===== config.mk =====
export PLATFORM = sky130hd
export DESIGN_NAME = calc_entry_ctrl
export DESIGN_NICKNAME = d
export VERILOG_FILES = /design/src/rtl/calc_entry_ctrl.sv
export SDC_FILE = /design/constraint.sdc
export NUM_CORES = 1
export LEC_CHECK = 0
export ABC_AREA = 1
export CAP_MARGIN = 10
export CORE_ASPECT_RATIO = 1.1
export CORE_UTILIZATION = 50
export DETAILED_ROUTE_END_ITERATION = 12
export GPL_TIMING_DRIVEN = 0
export PLACE_DENSITY_LB_ADDON = 0.1
export SYNTH_ARGS = -nofsm -noshare
export SYNTH_HDL_FRONTEND = slang
export SYNTH_SLANG_ARGS = --single-unit

===== constraint.sdc =====
create_clock -name clk -period 1.75 [get_ports clk]
set_input_delay 0.175 -clock clk [delete_from_list [all_inputs] [get_ports clk]]
set_output_delay 0.175 -clock clk [all_outputs]
set_load 0.01 [all_outputs]

===== src/rtl/calc_entry_ctrl.sv =====
// Keypad-entry sequencer: turns decoded key events into digit-register commands,
// a latched operator and a calc_go pulse for the ALU stage.
module calc_entry_ctrl #(
    parameter int unsigned IDLE_TIMEOUT = 0,
    parameter logic [2:0]  SEL_HOLD     = 3'd7
) (
    input  logic       clk,
    input  logic       rst_n,
    input  logic       key_valid,
    input  logic [3:0] key_code,
    output logic       key_ready,
    output logic [2:0] sel,
    output logic [3:0] char,
    output logic       is_number,
    output logic [1:0] op,
    output logic       calc_go,
    output logic       result_valid
);
    typedef enum logic [2:0] {
        S_IDLE, S_A1, S_A2, S_OP, S_B1, S_B2, S_DONE, S_RESTART
    } state_t;

    state_t      state_q;
    logic [3:0]  stored_q;
    logic [31:0] timer_q;
    logic        key_ready_q, is_number_q, calc_go_q, result_valid_q;
    logic [2:0]  sel_q;
    logic [3:0]  char_q;
    logic [1:0]  op_q;

    logic        accept, is_digit, is_oper, is_enter, is_clear, expire;
    logic [31:0] timer_inc;
    logic [1:0]  op_code;

    // Code 15 never counts as accepted, so it cannot reload the timer either.
    assign accept    = key_valid && key_ready_q && (key_code != 4'd15);
    assign is_digit  = (key_code <= 4'd9);
    assign is_oper   = (key_code >= 4'd10) && (key_code <= 4'd12);
    assign is_enter  = (key_code == 4'd13);
    assign is_clear  = (key_code == 4'd14);
    assign op_code   = key_code[1:0] + 2'd3;
    assign timer_inc = (timer_q == 32'hFFFF_FFFF) ? timer_q : timer_q + 32'd1;
    assign expire    = (IDLE_TIMEOUT != 0) && (state_q != S_IDLE) && !accept
                       && (timer_inc >= IDLE_TIMEOUT);

    always_ff @(posedge clk or negedge rst_n) begin
        if (!rst_n) begin
            state_q        <= S_IDLE;
            stored_q       <= 4'd0;
            timer_q        <= 32'd0;
            key_ready_q    <= 1'b1;
            sel_q          <= SEL_HOLD;
            char_q         <= 4'd0;
            is_number_q    <= 1'b0;
            op_q           <= 2'd0;
            calc_go_q      <= 1'b0;
            result_valid_q <= 1'b0;
        end else begin
            sel_q       <= SEL_HOLD;
            char_q      <= 4'd0;
            is_number_q <= 1'b0;
            calc_go_q   <= 1'b0;
            key_ready_q <= 1'b1;

            if (accept || expire)
                timer_q <= 32'd0;
            else if (state_q != S_IDLE)
                timer_q <= timer_inc;

            if (expire) begin
                sel_q          <= 3'd0;
                op_q           <= 2'd0;
                result_valid_q <= 1'b0;
                state_q        <= S_IDLE;
            end else if (state_q == S_RESTART) begin
                sel_q       <= 3'd1;
                char_q      <= stored_q;
                is_number_q <= 1'b1;
                op_q        <= 2'd0;
                state_q     <= S_A1;
            end else if (accept && is_clear) begin
                sel_q          <= 3'd0;
                op_q           <= 2'd0;
                result_valid_q <= 1'b0;
                state_q        <= S_IDLE;
            end else if (accept) begin
                unique case (state_q)
                    S_IDLE, S_A1, S_A2: begin
                        if (is_oper) begin
                            sel_q   <= 3'd3;
                            op_q    <= op_code;
                            state_q <= S_OP;
                        end else if (is_digit && state_q != S_A2) begin
                            sel_q       <= (state_q == S_IDLE) ? 3'd1 : 3'd2;
                            char_q      <= key_code;
                            is_number_q <= 1'b1;
                            state_q     <= (state_q == S_IDLE) ? S_A1 : S_A2;
                        end
                    end
                    S_OP: begin
                        if (is_oper) begin
                            op_q <= op_code;
                        end else if (is_digit) begin
                            sel_q       <= 3'd4;
                            char_q      <= key_code;
                            is_number_q <= 1'b1;
                            state_q     <= S_B1;
                        end
                    end
                    S_B1, S_B2: begin
                        if (is_enter) begin
                            calc_go_q      <= 1'b1;
                            result_valid_q <= 1'b1;
                            state_q        <= S_DONE;
                        end else if (is_digit && state_q == S_B1) begin
                            sel_q       <= 3'd5;
                            char_q      <= key_code;
                            is_number_q <= 1'b1;
                            state_q     <= S_B2;
                        end
                    end
                    S_DONE: begin
                        // The digit is replayed as the first A digit once the display is cleared.
                        if (is_digit) begin
                            stored_q       <= key_code;
                            sel_q          <= 3'd0;
                            key_ready_q    <= 1'b0;
                            result_valid_q <= 1'b0;
                            state_q        <= S_RESTART;
                        end
                    end
                    default: state_q <= S_IDLE;
                endcase
            end
        end
    end

    assign key_ready    = key_ready_q;
    assign sel          = sel_q;
    assign char         = char_q;
    assign is_number    = is_number_q;
    assign op           = op_q;
    assign calc_go      = calc_go_q;
    assign result_valid = result_valid_q;
endmodule


# Yosys cells after proc, flatten, opt, wreduce, memory -nomap -nowiden
# Index checks and enable logic that the tools add are counted.
[word_totals] output_inout_bits=13 word_cells=115 regBits=20
[classes] eq_ne=18 bitwise=2 n_lt_le_gt_ge=3 addsub=1 muxes=63 n_reduce_logical=19
[op_table] cell="two-way mux 3 bit" n=16
[op_table] cell="two-way mux 4 bit" n=9
[op_table] cell="case mux 3 bit (4 select lines)" n=2
[op_table] cell="two-way mux 1 bit" n=23
[op_table] cell="two-way mux 2 bit" n=10
[op_table] cell="inequality test 4 bit (second input constant)" n=4
[op_table] cell="== test 3 bit (second input constant)" n=4
[op_table] cell="case mux 4 bit (3 select lines)" n=1
[op_table] cell="nonzero test 3 bit" n=4
[op_table] cell="inequality test 5 bit (second input constant)" n=2
[op_table] cell="AND reduction 5 bit" n=2
[op_table] cell="== test 4 bit (second input constant)" n=2
[op_table] cell="<= comparator 4 bit (second input constant)" n=2
[op_table] cell="== test 3 x 2 -> 1 bit (second input constant)" n=2
[op_table] cell="logical AND 1 bit" n=6
[op_table] cell="inequality test 3 bit (second input constant)" n=2
[op_table] cell="AND reduction 6 bit" n=1
[op_table] cell="greater-or-equal comparator 4 bit (second input constant)" n=1
[op_table] cell="OR reduction 4 bit" n=1
[op_table] cell="== test 3 x 1 -> 1 bit (second input constant)" n=1
[op_table] cell="logical NOT 3 bit" n=1
[op_table] cell="inequality test 3 x 2 -> 1 bit (second input constant)" n=1
[op_table] cell="case mux 1 bit (3 select lines)" n=1
[op_table] cell="AND reduction 3 bit" n=1
[op_table] cell="other kinds (6)" n=7

# Logic depth before layout (Yosys ltp)
# Gate-level depths: netlist (run 1).
[logic_depth] word_depth=8 mapped_depth=13 ltp_nobuf=13

# Worst setup path after synthesis (run 1)
# OpenSTA, ideal clock, no wires.
[synth_path] path_kind="in2reg" startpoint="input port key_code[0]" endpoint="register state_q[0]" path_slack_ns=0.427 cell_stages=12 t_arrival_ns=1.205 setup_ns=0.117 required_ns=1.633 path_buffers=0 cell_sequence="inv_1 -> ha_1 -> inv_1 -> nand2_1 -> nand2_1 -> nand2_2 -> o21ai_1 -> nand2_1 -> nand2_4 -> nand2_4 -> nand2_1 -> nand2_1"
[synth_via] elab_chain_cells=7
[synth_rtl] item="start, declared" line="10" text="input logic [3:0] key_code,"
[synth_rtl] item="greater-or-equal comparator 4 bit or <= comparator 4 bit (tied branches)" line="38" text="assign is_oper = (key_code >= 4'd10) && (key_code <= 4'd12);"
[synth_rtl] item="logical AND 1 bit" line="38"
[synth_rtl] item="two-way mux 3 bit" line="89" text="if (is_oper) begin"
[synth_rtl] item="case mux 3 bit (4 select lines)" line="87" text="unique case (state_q)"
[synth_rtl] item="two-way mux 3 bit" line="86" text="end else if (accept) begin"
[synth_rtl] item="two-way mux 3 bit" line="81" text="end else if (accept && is_clear) begin"
[synth_rtl] item="two-way mux 3 bit" line="75" text="end else if (state_q == S_RESTART) begin"
[synth_rtl] item="end signal, assigned" line="97" text="state_q <= (state_q == S_IDLE) ? S_A1 : S_A2;"
[synth_rtl] item="end, declared" line="23" text="state_t state_q;"
# Parallel ways exist; a longest one is shown, timed or not. The select of a mux whose other input is x is not followed.
# A chain may end at the register's enable or synchronous reset.

# Worst setup path in the final report (run 1)
# Ends and elaborated chain as after synthesis.

==> implementation parameters, run 1 <==
Parameter                              Value

Outcome
  Result of the run ... finished clean

Place
  Post-detailed-placement half-perimeter wirelength ... between 2 and 2.5 mm
  Number of I/O port buffers ... 19
  Worst slack at placement ... -373 ps
  Routability cong. ... 0.969
  Number of cells after detailed placement ... ~210
  Standard cell area after detailed placement ... around 1500 sq um

Clocking
  Cell at the root of the clock tree ... sky130_fd_sc_hd__clkbuf_4
  Total CTS buffers ... 3
  TritonCTS Sinks ... 20
  Buffer count from post-CTS setup fixing ... 0
  Clk_lat worst skew ... a little under 300 ps
  Post-CTS clock slew at the launch and capture registers of the worst setup and hold paths ... around 110 ps
  Hold_buf cts ... 0
  Max H-tree Level ... 1
  Clock tree from TritonCTS ... yes
  Buffer levels on the longest clock path ... 2

Synth
  Count of yosys warnings during synthesis ... 0
  Register bit count reported by yosys ... 20
  Syn Inst Count ... around 160
  Mapped Area ... 1250 sq um
  Part of the Yosys area used for sequential elements ... 40.6%
  Post-Synthesis Net Count ... 173
  Mapped Avg Cell Area ... between 7 and 8 sq um
  Count of distinct cell types in the synthesized netlist ... 23

Drt
  Count of unresolved DRC violations after routing ... 0
  Drt initial violations ... 38
  Detail Route Antenna Nets ... 0
  Detailed-route via count ... roughly 1100
  Average wire length per cell after detail routing ... around 12 microns
  First drt pass iteration count ... 4
  Total detailed-routing wirelength ... about 2.7 mm
  DR vias/cell ... 5.23

Worst setup path
  Internal reg-to-reg setup slack ... 210 ps
  Worst R2R Start ... state_q[1]$_DFFE_PN0P_
  Req. time, crit path ... approximately 1900 ps
  Endpoint of the most critical register-to-register path ... state_q[0]$_DFFE_PN0P_
  Crit-path max FO ... 5
  Crit Path Category ... in -> reg
  Arrival time worst endpoint ... 1760 ps
  Crit path from ... key_code[0]
  Endpoint class of the critical path ... flip-flop
  Launching element type of the critical path ... input pin
  Worst reg2reg path depth ... 10

Layout
  Number of standard cells in the layout, taps in and fillers out ... 215
  Ant diodes ... 0
  Proportion of layout cells with a drive suffix above 1 ... between 20% and 30%
  Multi-input gate area ... 664 sq um
  Number of filler cells placed in the layout ... 201
  Net total in the final layout ... just under 200
  Fin util ... 65.8%
  Sequential cell area ... between 500 and 600 sq um
  Finished layout cell area ... 1510 sq um
  Synth-to-Final Area Change ... 21.4%

Timing
  Pin slew with the least headroom to its limit ... around 850 ps
  Post-route clock skew ... ~2.6 ps
  Final max-slew violation count ... 0
  Minimum clock period after layout ... between 1500 and 2000 ps
  Count of final hold-check violations ... 0
  Post-route worst hold slack ... 231 ps
  Fmax achieved ... ~640 MHz
  Share of the clock period used by the worst path after layout ... between 80% and 90%
  Finish-stage setup viols ... 0
  Worst slew margin relative to its limit ... ~43%
  Post-layout worst setup margin ... ~180 ps
  Sum of negative setup slack ... 0 ps
  Setup repair after global routing missed its margin ... false

Power and ir drop
  Fraction of power consumed by the clock network ... a little over a tenth
  Share of power burned in combinational logic ... a little over half
  Cell internal power dissipation ... roughly 1.2 mW
  Fraction of power spent switching nets ... ~42%
  Leakage ... about 0.78 nW
  Ratio of total power to cell area ... between 1000 and 1500 nW/um^2
  Sequential Power Share ... between 30% and 40%
  Net Switching ... slightly below 0.9 mW
  Total power ... just over 2 mW
  Largest voltage drop on the vdd net ... 0.00105 V

GRT
  Overall overflow remaining after global route ... 0
  First-pass GRT wire length ... between 4 and 5 mm
  Overall Global Routing Usage ... a little over a fifth
  Antenna violations before repair ... 0
  Vias in the first global route ... slightly above 1000
  Largest net degree at the start of global routing ... 21

Die
  Die boundary width ... between 40 and 50 microns
  Placement row count ... 18
  Initial Utilization ... between 50% and 60%
  Height of the die ... approximately 54 microns
  Number of placed I/O pins ... 20
  Core area ... approximately 2300 sq um
  Die area ... between 2000 and 3000 sq um

Min path
  Terminating pin of the worst hold path ... char[1]$_DFF_PN0_
  Worst hold path class ... in -> reg
  Hold path startpoint ... key_code[1]
  Worst hold stages ... 3

Flow run
  Max-cap check violation count ... 0
==> synth_stat cells <==
cell type | number | area share (%)
sky130_fd_sc_hd__a21oi_1 | 5 | 2.0
sky130_fd_sc_hd__inv_1 | 12 | 3.6
sky130_fd_sc_hd__nor2_8 | 1 | 1.6
sky130_fd_sc_hd__nand2_1 | 51 | 15
sky130_fd_sc_hd__nand2_2 | 13 | 6.5
sky130_fd_sc_hd__nand4_1 | 3 | 1.5
sky130_fd_sc_hd__nand2_4 | 4 | 3.6
sky130_fd_sc_hd__buf_6 | 1 | 0.90
sky130_fd_sc_hd__inv_6 | 1 | 0.70
sky130_fd_sc_hd__a41oi_1 | 1 | 0.70
sky130_fd_sc_hd__ha_1 | 4 | 4.0
sky130_fd_sc_hd__o21ai_0 | 1 | 0.40
sky130_fd_sc_hd__o21ai_2 | 1 | 0.70
sky130_fd_sc_hd__nand4_2 | 1 | 1.0
sky130_fd_sc_hd__inv_2 | 6 | 1.8
sky130_fd_sc_hd__nor3_1 | 1 | 0.40
sky130_fd_sc_hd__o21ai_1 | 12 | 4.8
sky130_fd_sc_hd__nand3_1 | 10 | 4.0
sky130_fd_sc_hd__nand3b_1 | 1 | 0.60
sky130_fd_sc_hd__dfstp_2 | 4 | 8.4
sky130_fd_sc_hd__nor2_4 | 2 | 1.8
sky130_fd_sc_hd__nor2_1 | 11 | 3.3
sky130_fd_sc_hd__dfrtp_1 | 16 | 32
==> layer usage <==
metal  vias up  global-route usage (%)  share of wire (%)
met1       507                    26.7                 44
met5         -                       0                  0
met2        45                    39.4                 48
met4         0                    10.5                2.6
li1        559                       -                  -
met3        14                    2.50                5.1
==> kinds of logic after synthesis <==
group                      Yosys count  share of synthesized area [%]
AOI/OAI and AO/OA                   20                           8.63
and+or+nand+nor                     98                           39.8
DFF                                 20                           40.6
buffers and inverters               20                           7.03
adders and majority gates            4                           4.02
==> critical path, cell delays in order <==
cell and delay [ps]:
sky130_fd_sc_hd__dlygate4sd2_1 280, sky130_fd_sc_hd__inv_1 120, sky130_fd_sc_hd__ha_1 270, sky130_fd_sc_hd__inv_1 80, sky130_fd_sc_hd__nand2_1 60, sky130_fd_sc_hd__nand2_1 130
sky130_fd_sc_hd__nand2_2 100, sky130_fd_sc_hd__o21ai_1 170, sky130_fd_sc_hd__nand2_1 110, sky130_fd_sc_hd__nand2_4 100, sky130_fd_sc_hd__nand2_4 50, sky130_fd_sc_hd__nand2_1 50
sky130_fd_sc_hd__nand2_1 50
==> power groups by stage <==
stage | combinational [mW] | sequential [mW] | clock (mW)
floorplan | 0.725 | 0.759 | 0
global placement | 1.09 | 0.715 | 0
detailed placement | 1.11 | 0.722 | 0
CTS | 1.12 | 0.712 | 0.235
global route | 1.23 | 0.731 | 0.254
finish | 1.12 | 0.711 | 0.225
==> layout make-up <==
cell class	instances	share of cell area, %
clock buffer	4	1.74
multi-input combinational	122	43.9
sequential	20	33.4
inverter	19	5.05
buffer	1	0.744
timing repair buffer	19	12.7
tap	30	2.48
==> worst max path at each step <==
stage                              to  slack [ps]  cells past startpoint
2_1_floorplan  state_q[0]$_DFFE_PN0P_         430                     12
5_1_grt             char[3]$_DFF_PN0_          30                     12
3_5_place_dp        char[2]$_DFF_PN0_        -370                     12
3_3_place_gp   state_q[0]$_DFFE_PN0P_        -330                     13
6_report       state_q[0]$_DFFE_PN0P_         180                     13
4_1_cts        state_q[0]$_DFFE_PN0P_         0.3                     13
==> cell usage in the layout (no fill, tap or decap), drive strengths merged <==
cell / synthesis / routed
a21oi: 5 / 5
a41oi: 1 / 1
buf: 1 / 1
clkbuf: 0 / 4
clkdlybuf4s50: 0 / 17
dfrtp: 16 / 16
dfstp: 4 / 4
dlygate4sd2: 0 / 1
dlymetal6s2s: 0 / 1
ha: 4 / 4
inv: 19 / 19
nand2: 68 / 68
nand3: 10 / 10
nand3b: 1 / 1
nand4: 4 / 4
nor2: 14 / 14
nor3: 1 / 1
o21ai: 14 / 14
==> sequential cells by signal, indices dropped and copies added (netlist names) <==
register / flops
char: 4
stored_q: 4
sel: 3
state_q: 3
op: 2
calc_go: 1
is_number: 1
key_ready: 1
result_valid: 1
==> repair_timing <==
action / 4_1_cts / 5_1_grt
cloned: 0 / 0
gates resized for setup: 4 / 2
endpoints found under the setup margin: 7 / 10
Note: power is estimated with default switching activity, not from simulation.
==> run 2: changes to the inputs <==
--- a/config.mk
+++ b/config.mk
@@ -9,9 +9,11 @@
 export CAP_MARGIN = 10
 export CORE_ASPECT_RATIO = 1.1
 export CORE_UTILIZATION = 50
+export CTS_BUF_LIST = sky130_fd_sc_hd__clkbuf_8
 export DETAILED_ROUTE_END_ITERATION = 12
 export GPL_TIMING_DRIVEN = 0
 export PLACE_DENSITY_LB_ADDON = 0.1
+export REMOVE_ABC_BUFFERS = 1
 export SYNTH_ARGS = -nofsm -noshare
 export SYNTH_HDL_FRONTEND = slang
 export SYNTH_SLANG_ARGS = --single-unit
==> run 2 against run 1 <==
  * Critical path depth fell by 2
  * Clock-buffer cell count fell by 1
  * Final cell count fell by 0.47%
  * Combinational power barely moved
  * Wire length rose by 4.4%
  * Sequential share of layout area fell by 0.65 points
  * Non-clock buffer count fell by 1
  * Global-route usage rose by 0.45 points
  * Worst hold slack improved by 160 ps
  * Worst setup slack got worse by 18 ps
  * First-iteration DRC count rose by 68%
  * Via count rose by 1.6%
  * Critical endpoint is now state_q[2]$_DFFE_PN0P_
==> implementation parameters, run 2 (synthesized netlist as in run 1, its figures left out) <==
Parameter                              Value

Outcome
  Result of the run ... finished clean

Clocking
  Total CTS buffers ... 3
  Hold_buf cts ... 0
  Max H-tree Level ... 1
  Clock tree from TritonCTS ... yes
  Cell at the root of the clock tree ... sky130_fd_sc_hd__clkbuf_8
  Clk_lat worst skew ... 260 ps
  Post-CTS clock slew at the launch and capture registers of the worst setup and hold paths ... ~80 ps
  TritonCTS Sinks ... 20
  Buffer count from post-CTS setup fixing ... 0
  Buffer levels on the longest clock path ... 2

Timing
  Fmax achieved ... ~630 MHz
  Share of the clock period used by the worst path after layout ... just over 90%
  Post-route worst hold slack ... about 390 ps
  Final max-slew violation count ... 0
  Count of final hold-check violations ... 0
  Post-route clock skew ... between 1.5 and 2 ps
  Minimum clock period after layout ... between 1500 and 2000 ps
  Pin slew with the least headroom to its limit ... 844 ps
  Finish-stage setup viols ... 0
  Setup repair after global routing missed its margin ... false
  Worst slew margin relative to its limit ... roughly 44%

Worst setup path
  Endpoint class of the critical path ... flip-flop
  Crit-path max FO ... 7
  Endpoint of the most critical register-to-register path ... state_q[2]$_DFFE_PN0P_
  Req. time, crit path ... between 1500 and 2000 ps
  Internal reg-to-reg setup slack ... 170 ps
  Worst reg2reg path depth ... 11
  Launching element type of the critical path ... flip-flop
  Crit path from ... state_q[1]$_DFFE_PN0P_
  Worst R2R Start ... state_q[1]$_DFFE_PN0P_
  Crit Path Category ... reg -> reg
  Worst setup path end ... state_q[2]$_DFFE_PN0P_
  Arrival time worst endpoint ... 1790 ps

Die
  Die boundary width ... approximately 50 microns
  Core area ... 2300 sq um
  Die area ... 2700 sq um
  Placement row count ... 18
  Number of placed I/O pins ... 20
  Height of the die ... roughly 54 microns
  Initial Utilization ... around 54%

Flow run
  Max-cap check violation count ... 0

Power and ir drop
  Leakage ... roughly 0.8 nW
  Ratio of total power to cell area ... approximately 1500 nW/um^2
  Largest voltage drop on the vdd net ... 0.00127 V

Place
  Number of I/O port buffers ... 19
  Number of cells after detailed placement ... 210
  Post-detailed-placement half-perimeter wirelength ... around 2.0 mm
  Routability cong. ... around 0.94

GRT
  Overall Global Routing Usage ... between 20 and 25%
  Antenna violations before repair ... 0
  First-pass GRT wire length ... around 4.5 mm
  Vias in the first global route ... roughly 1000
  Overall overflow remaining after global route ... 0
  Largest net degree at the start of global routing ... 21

Layout
  Ant diodes ... 0
  Commonest non-fill, non-tap cells in the layout ... sky130_fd_sc_hd__nand2_1, sky130_fd_sc_hd__clkdlybuf4s50_1, sky130_fd_sc_hd__dfrtp_1, sky130_fd_sc_hd__nand2_2
  Number of standard cells in the layout, taps in and fillers out ... around 210
  Number of filler cells placed in the layout ... roughly 190
  Most common cell after layout, fill and taps aside ... sky130_fd_sc_hd__nand2_1
  Sequential cell area ... ~510 sq um
  Synth-to-Final Area Change ... 23.8%
  Net total in the final layout ... 196
  Multi-input gate area ... around 660 sq um
  Proportion of layout cells with a drive suffix above 1 ... roughly 22%

Drt
  Detail Route Antenna Nets ... 0
  Average wire length per cell after detail routing ... 13.0 microns
  Drt initial violations ... 64
  Detailed-route via count ... 1143
  First drt pass iteration count ... 7
  DR vias/cell ... 5.34
  Total detailed-routing wirelength ... ~2.8 mm
  Count of unresolved DRC violations after routing ... 0

Min path
  Worst hold path class ... in -> async
==> run 2: what timing repair did <==
action,4_1_cts,5_1_grt
endpoints found under the setup margin,9,2
hold endpoints to repair,0,0
resized for setup,3,3
pin swaps,0,0
==> run 2: worst max-delay path, stage by stage (launching register included) <==
cell and delay (ps):
sky130_fd_sc_hd__dfrtp_1 420, sky130_fd_sc_hd__nor2_1 320, sky130_fd_sc_hd__nand2_2 130, sky130_fd_sc_hd__nand2_4 120, sky130_fd_sc_hd__nand2_2 70, sky130_fd_sc_hd__nand2_2 90, sky130_fd_sc_hd__nand2_2 50, sky130_fd_sc_hd__nand2_2 70
sky130_fd_sc_hd__nand2_4 70, sky130_fd_sc_hd__nand2_4 60, sky130_fd_sc_hd__nand2_1 50, sky130_fd_sc_hd__nand2_1 70
==> run 2: how the worst min path moves through the flow <==
stage,to,cells past startpoint
after floorplan,calc_go$_DFF_PN0_,0
after global placement,result_valid$_DFFE_PN0P_,2
after detailed placement,result_valid$_DFFE_PN0P_,2
after CTS,char[1]$_DFF_PN0_,3
after global routing,char[1]$_DFF_PN0_,3
final,stored_q[0]$_DFFE_PN0P_,1
==> run 2: per-layer routing <==
layer	part of all wire, %	wire (microns)	global-route usage (%)
met4	2.0	55	8.57
met1	43	1190	28.0
met3	6.3	176	2.50
met5	0	0	0
met2	49	1360	40.3
==> run 2: report_power, final <==
group,internal [mW],total [mW],switching (mW),leakage [nW]
Clock,0.305,0.469,0.164,0.0357
Combinational,0.445,1.10,0.657,0.492
Sequential,0.635,0.738,0.103,0.251
Total,1.38,2.31,0.924,0.779
==> run 2: per-stage QoR <==
step                      TNS (ps)  cell area [sq um]  total power [mW]  setup slack, ps  utilization [%]
after global routing             0               1540              2.48             52.9             67.2
after floorplan                  0               1230              1.46              427                -
final                            0               1540              2.31              167             67.2
after detailed placement     -4260               1460              1.81             -396             63.7
after global placement       -3760               1460              1.78             -350             63.7
after CTS                        0               1530              2.30              141             66.8
==> run 2: final cells by class <==
type / count / area share, %
clock buffer: 3 / 2.68
timing repair buffer: 19 / 12.2
sequential: 20 / 32.8
clock inverter: 1 / 1.95
inverter: 19 / 4.95
multi-input combinational: 122 / 43.1
tap: 30 / 2.43
